--- config.mk ---
export PLATFORM = sky130hd
export DESIGN_NAME = adc9653_spi_cfg
export DESIGN_NICKNAME = d
export VERILOG_FILES = /design/src/rtl/adc9653_spi_cfg.sv
export SDC_FILE = /design/constraint.sdc
export NUM_CORES = 1
export LEC_CHECK = 0
export CAP_MARGIN = 20
export CORE_MARGIN = 1
export CORE_UTILIZATION = 55
export DETAILED_ROUTE_END_ITERATION = 12
export DONT_BUFFER_PORTS = 1
export PLACE_DENSITY = 0.71
export SKIP_LAST_GASP = 1
export SYNTH_ARGS = -nofsm -noshare
export SYNTH_HDL_FRONTEND = slang
export SYNTH_SLANG_ARGS = --single-unit
--- constraint.sdc ---
create_clock -name clk -period 5.85 [get_ports clk]
set_clock_uncertainty 0.1 [all_clocks]
set_input_delay 0.8775 -clock clk [delete_from_list [all_inputs] [get_ports clk]]
set_output_delay 0.8775 -clock clk [all_outputs]
set_load 0.05 [all_outputs]
--- src/rtl/adc9653_spi_cfg.sv ---
// AD9653 3-wire SPI configuration sequencer: fixed power-up writes, then host single-register access.
// Optional init readback verification with sticky cfg_err when ADC9653_SPI_VERIFY_EN is defined.
module adc9653_spi_cfg #(
  parameter int CLK_DIV  = 5,
  parameter int RST_WAIT = 2000,
  parameter int GAP_CYC  = 10
) (
  input  logic        clk,
  input  logic        rst,
  input  logic        req,
  input  logic        req_rw,
  input  logic [12:0] req_addr,
  input  logic [7:0]  req_wdata,
  output logic        ack,
  output logic [7:0]  rdata,
  output logic        busy,
  output logic        init_done,
  output logic        spi_csb,
  output logic        spi_sclk,
  output logic        spi_sdio_o,
  output logic        spi_sdio_t,
  input  logic        spi_sdio_i
`ifdef ADC9653_SPI_VERIFY_EN
  ,
  output logic        cfg_err
`endif
);

  localparam logic [2:0] S_INIT_LOAD = 3'd0;
  localparam logic [2:0] S_SHIFT     = 3'd1;
  localparam logic [2:0] S_HOLD      = 3'd2;
  localparam logic [2:0] S_RST_DLY   = 3'd3;
  localparam logic [2:0] S_GAP       = 3'd4;
  localparam logic [2:0] S_IDLE      = 3'd5;

  localparam logic [31:0] DIV_LAST = 32'(CLK_DIV - 1);
  localparam logic [31:0] RST_LAST = 32'(RST_WAIT - 1);
  localparam logic [31:0] GAP_LAST = 32'(GAP_CYC - 1);

`ifdef ADC9653_SPI_VERIFY_EN
  localparam logic [2:0] LAST_STEP = 3'd5;
`else
  localparam logic [2:0] LAST_STEP = 3'd3;
`endif

  // Entry = {rw, addr, data}; for readback steps the data field is the expected value.
  function automatic logic [21:0] f_init_step(input logic [2:0] step);
    logic [21:0] v;
    case (step)
`ifdef ADC9653_SPI_VERIFY_EN
      3'd0:    v = {1'b0, 13'h000, 8'h3C};
      3'd1:    v = {1'b0, 13'h014, 8'h01};
      3'd2:    v = {1'b1, 13'h014, 8'h01};
      3'd3:    v = {1'b0, 13'h021, 8'h30};
      3'd4:    v = {1'b1, 13'h021, 8'h30};
      default: v = {1'b0, 13'h0FF, 8'h01};
`else
      3'd0:    v = {1'b0, 13'h000, 8'h3C};
      3'd1:    v = {1'b0, 13'h014, 8'h01};
      3'd2:    v = {1'b0, 13'h021, 8'h30};
      default: v = {1'b0, 13'h0FF, 8'h01};
`endif
    endcase
    return v;
  endfunction

  logic [2:0]  r_state;
  logic [2:0]  r_idx;
  logic [31:0] r_cnt;
  logic [4:0]  r_bit;
  logic [23:0] r_shift;
  logic        r_rw;
  logic        r_is_srst;
  logic [7:0]  r_rx;
  logic [7:0]  r_rdata;
  logic        r_csb;
  logic        r_sclk;
  logic        r_sdio_o;
  logic        r_sdio_t;
  logic        r_init_done;
`ifdef ADC9653_SPI_VERIFY_EN
  logic [7:0]  r_exp;
  logic        r_cfg_err;
`endif

  logic [21:0] w_init_ent;
  logic        w_ld_rw;
  logic [12:0] w_ld_addr;
  logic [7:0]  w_ld_data;
  logic [23:0] w_ld_frame;
  logic        w_start;
  logic [7:0]  w_rx_next;

  always_comb begin
    w_init_ent = f_init_step(r_idx);
    if (r_state == S_IDLE) begin
      w_ld_rw   = req_rw;
      w_ld_addr = req_addr;
      w_ld_data = req_wdata;
    end else begin
      w_ld_rw   = w_init_ent[21];
      w_ld_addr = w_init_ent[20:8];
      w_ld_data = w_init_ent[7:0];
    end
    w_ld_frame = {w_ld_rw, 2'b00, w_ld_addr, (w_ld_rw ? 8'h00 : w_ld_data)};
    w_start    = (r_state == S_INIT_LOAD) || ((r_state == S_IDLE) && req && r_init_done);
    w_rx_next  = {r_rx[6:0], spi_sdio_i};
  end

  always_ff @(posedge clk) begin
    if (rst) begin
      r_state     <= S_INIT_LOAD;
      r_idx       <= 3'd0;
      r_cnt       <= 32'd0;
      r_bit       <= 5'd0;
      r_shift     <= 24'd0;
      r_rw        <= 1'b0;
      r_is_srst   <= 1'b0;
      r_rx        <= 8'd0;
      r_rdata     <= 8'd0;
      r_csb       <= 1'b1;
      r_sclk      <= 1'b0;
      r_sdio_o    <= 1'b0;
      r_sdio_t    <= 1'b0;
      r_init_done <= 1'b0;
`ifdef ADC9653_SPI_VERIFY_EN
      r_exp       <= 8'd0;
      r_cfg_err   <= 1'b0;
`endif
    end else begin
      case (r_state)
        S_INIT_LOAD, S_IDLE: begin
          if (w_start) begin
            r_shift   <= w_ld_frame;
            r_sdio_o  <= w_ld_frame[23];
            r_csb     <= 1'b0;
            r_sclk    <= 1'b0;
            r_bit     <= 5'd23;
            r_cnt     <= 32'd0;
            r_rw      <= w_ld_rw;
            r_is_srst <= (r_state == S_INIT_LOAD) && (r_idx == 3'd0);
`ifdef ADC9653_SPI_VERIFY_EN
            r_exp     <= w_ld_data;
`endif
            r_state   <= S_SHIFT;
          end
        end
        S_SHIFT: begin
          if (r_cnt != DIV_LAST) begin
            r_cnt <= r_cnt + 32'd1;
          end else if (!r_sclk) begin
            r_sclk <= 1'b1;
            r_cnt  <= 32'd0;
          end else begin
            // End of a high phase: sample read data, then drop sclk and present the next bit.
            r_sclk <= 1'b0;
            r_cnt  <= 32'd0;
            if (r_rw && (r_bit <= 5'd7))
              r_rx <= w_rx_next;
            if (r_bit == 5'd0) begin
              if (r_rw && r_init_done)
                r_rdata <= w_rx_next;
`ifdef ADC9653_SPI_VERIFY_EN
              if (r_rw && !r_init_done && (w_rx_next != r_exp))
                r_cfg_err <= 1'b1;
`endif
              r_state <= S_HOLD;
            end else begin
              r_bit    <= r_bit - 5'd1;
              r_shift  <= {r_shift[22:0], 1'b0};
              r_sdio_o <= r_shift[22];
              if (r_rw && (r_bit == 5'd8))
                r_sdio_t <= 1'b1;
            end
          end
        end
        S_HOLD: begin
          if (r_cnt == DIV_LAST) begin
            r_csb    <= 1'b1;
            r_sdio_t <= 1'b0;
            r_sdio_o <= 1'b0;
            r_cnt    <= 32'd0;
            r_state  <= r_is_srst ? S_RST_DLY : S_GAP;
          end else begin
            r_cnt <= r_cnt + 32'd1;
          end
        end
        S_RST_DLY: begin
          if (r_cnt == RST_LAST) begin
            r_cnt   <= 32'd0;
            r_state <= S_GAP;
          end else begin
            r_cnt <= r_cnt + 32'd1;
          end
        end
        S_GAP: begin
          if (r_cnt == GAP_LAST) begin
            r_cnt <= 32'd0;
            if (!r_init_done && (r_idx != LAST_STEP)) begin
              r_idx   <= r_idx + 3'd1;
              r_state <= S_INIT_LOAD;
            end else begin
              r_init_done <= 1'b1;
              r_state     <= S_IDLE;
            end
          end else begin
            r_cnt <= r_cnt + 32'd1;
          end
        end
        default: r_state <= S_INIT_LOAD;
      endcase
    end
  end

  // Host frames only exist after init, so a final-gap cycle with init_done set is a host completion.
  assign ack        = (r_state == S_GAP) && r_init_done && (r_cnt == GAP_LAST);
  assign rdata      = r_rdata;
  assign busy       = (r_state != S_IDLE);
  assign init_done  = r_init_done;
  assign spi_csb    = r_csb;
  assign spi_sclk   = r_sclk;
  assign spi_sdio_o = r_sdio_o;
  assign spi_sdio_t = r_sdio_t;
`ifdef ADC9653_SPI_VERIFY_EN
  assign cfg_err    = r_cfg_err;
`endif

endmodule

==> results.py <==
metrics = {
    "clock_network": {
        "h-tree-depth": 3,
        "cts_tree": "yes",
        "hold_buffers": 0,
        "postCtsResizedCells": 0,
        "cts_made_buffers": 9,
        "clk_latency_ns": 0.36,
        "cts_setup_buffers": 0,
        "cts_sinks": 88,
        "clk_path_buf_depth": 2,
        "clk_pin_slew_worst_paths_ns": 0.09,
        "cts_root_buffer": "clkbuf_8",
    },
    "hold_path": {
        "whs_path_depth": 2,
        "hold_start": "r_shift[19]",
        "hold_path_end": "r_shift[19]",
        "hold_class": "reg2reg",
    },
    "synth": {
        "syn_avg_cell_area_sq_um": 8.59,
        "synthArstFlopShare": 0,
        "ys_ff_latch": 88,
        "ys_seq_area_frac": 0.371,
        "synth_top_area_share": 0.371,
        "synthDominantAreaCellType": "dfxtp_1",
        "synth_ff_type": "dfxtp_1",
        "synth_edf_count": 0,
        "syn_area_sq_mm": 0.00474,
        "syn_nets": 588,
        "synth_cell_type_count": 64,
        "ys_top_cells_by_area": "dfxtp_1, mux2i_1, nand2_1",
        "syn_inst": 552,
        "yosysWarnings": 0,
    },
    "sta": {
        "finalMaxSlewViolations": 0,
        "fin_hold_ws_ns": 0.363,
        "clock.fmax_mhz": 254,
        "tns_ns": 0,
        "tightestPinTransition_ns": 1.10,
        "period_needed_ns": 3.93,
        "rsz0062_at_grt": "false",
        "relSlewSlack": 0.266,
        "hold_viol_final": 0,
        "fin_crit_sh": 0.672,
        "final-setup-viol-count": 0,
    },
    "placed_design": {
        "hpwl_mm": 7.26,
        "io_buffers": 0,
        "gp_congestion": 0.848,
        "place_area_sq_mm": 0.00474,
    },
    "die": {
        "die_x_um": 94.9,
        "rows": 33,
        "die_area_sq_mm": 0.00900,
        "ios": 41,
        "start_util": 0.572,
        "core_area_sq_mm": 0.00830,
        "die_y_um": 94.9,
    },
    "setup_path": {
        "path_class": "reg2out",
        "cp_cell_sequence": "or4_4 > or4_1 > nor4_4 > and3_1",
        "cp_max_fo": 7,
        "critical_path.slowest_cell": "or4_1",
        "startpoint_type": "flip-flop",
        "required_ns": 4.87,
        "crit_arrival_ns": 2.95,
        "r2r_setup_slack_ns": 2.50,
        "reg2regPathDepth": 4,
        "endpoint_kind": "output pin",
        "r2r_start": "r_state[0]",
        "max_stage_delay_ns": 0.68,
        "r2r-end": "r_bit[1]",
    },
    "global_routing": {
        "antenna_found_initial": 0,
        "grt_pass1_wl_mm": 17.0,
        "grt_max_degree": 47,
        "first_global_vias": 3556,
        "gr-total-overflow": 0,
        "track_usage": 0.239,
    },
    "power": {
        "peakVddDrop_mv": 0.157,
        "power_frac_seq": 0.512,
        "leakagePower_nw": 1.67,
        "swShare": 0.288,
        "power_density_mw_per_mm2": 257,
        "p_clk_frac": 0.339,
        "cellInternalPower_w": 0.000911,
        "switchingPower_w": 0.000368,
        "p_comb_frac": 0.150,
    },
    "finish": {
        "nFillCells": 753,
        "drive_gt1_frac": 0.0788,
        "final_common_cell": "dfxtp_1",
        "area_growth_pct": 4.77,
        "final_cell_mix": "dfxtp_1, nand2_1, a21oi_1",
        "post-route-cell-area_sq_mm": 0.00497,
        "n_antenna_cell": 0,
        "final_net_count": 564,
    },
    "route": {
        "totalWireLength_mm": 10.8,
        "firstDrtPassIters": 5,
        "detail-route-antenna-nets": 0,
        "drcViolationCount": 0,
        "drtIter0Drc": 197,
        "route.detailed.vias_per_inst": 6.35,
        "avgRoutedWirePerCell_um": 16.9,
        "vias": 4053,
    },
    "flow_run": {
        "maxCapViolations": 0,
    },
    "outcome": {
        "status": "completed",
    },
}
-- per-stage QoR --
stage / setup slack (ns) / cells / util / total power, W
2_1_floorplan: 2.53 / 552 / - / 0.000821
3_3_place_gp: 2.34 / 621 / 0.571 / 0.000852
3_5_place_dp: 2.30 / 621 / 0.571 / 0.000860
4_1_cts: 1.90 / 637 / 0.596 / 0.00129
5_1_grt: 1.80 / 638 / 0.599 / 0.00133
6_report: 1.92 / 638 / 0.599 / 0.00128
-- area by class of cell --
type	count	area (sq um)	area share
Multi-Input combinational cell	412	2780	0.560
Inverter	15	56.3	0.0113
Clock buffer	10	138	0.0277
Sequential cell	88	1760	0.354
Tap cell	105	131	0.0264
Timing Repair Buffer	2	35.0	0.00705
Clock inverter	6	65.1	0.0131
-- Yosys cell counts, types with 12 or more instances --
master    instances
a21oi_1          36
xnor2_1          19
mux2i_1          35
inv_1            14
clkbuf_1         31
o21ai_0          19
nor2_1           32
nand4_1          13
dfxtp_1          88
nand3_1          24
a22oi_1          12
nand2_1          53
-- power by group through the flow --
stage / Clock [W] / Combinational, W / Sequential [W]
global route: 0.000464 / 0.000212 / 0.000659
global placement: 0 / 0.000186 / 0.000666
CTS: 0.000444 / 0.000193 / 0.000654
floorplan: 0 / 0.000163 / 0.000657
detailed placement: 0 / 0.000192 / 0.000668
finish: 0.000433 / 0.000191 / 0.000654
-- registers in the layout, summed over array words and instances (netlist names) --
name        count
spi_sdio_o      1
init_done       1
r_rx            7
rdata           8
r_bit           5
r_cnt          32
r_is_srst       1
r_state         3
spi_csb         1
r_idx           3
spi_sdio_t      1
r_rw            1
r_shift        23
spi_sclk        1
-- kinds of logic after synthesis --
| group | synth area share |
|---|---|
| adders and majority gates | 0.0264 |
| xor gates and xnor gates | 0.0443 |
| muxes | 0.0810 |
| buffers and inverters | 0.0430 |
| and+or+nand+nor | 0.248 |
| AOI/OAI and AO/OA | 0.186 |
| DFF | 0.371 |
-- how the worst max path moves through the flow --
stage	cells after the start	start	slack, ns	end
final	4	r_cnt[4]	1.92	ack
after global routing	4	r_cnt[7]	1.80	ack
after CTS	4	r_cnt[4]	1.90	ack
after detailed placement	4	r_cnt[4]	2.30	ack
after global placement	4	r_cnt[4]	2.34	ack
after floorplan	5	r_cnt[4]	2.53	ack
-- layer usage --
metal	global-route usage	routed length (um)	share of wire	vias to the layer above
met5	0	0	0	-
met4	0.0846	161	0.015	0
met3	0.0443	489	0.045	15
met2	0.396	5190	0.48	83
met1	0.308	4930	0.46	1959
li1	-	-	-	1996
-- worst max-delay path, delay by kind of cell, from the launching register on --
kind	cells	cell delay, ns
flops	1	0.36
simple gates	4	2.23
No activity file was read; power rests on OpenSTA's default activity.
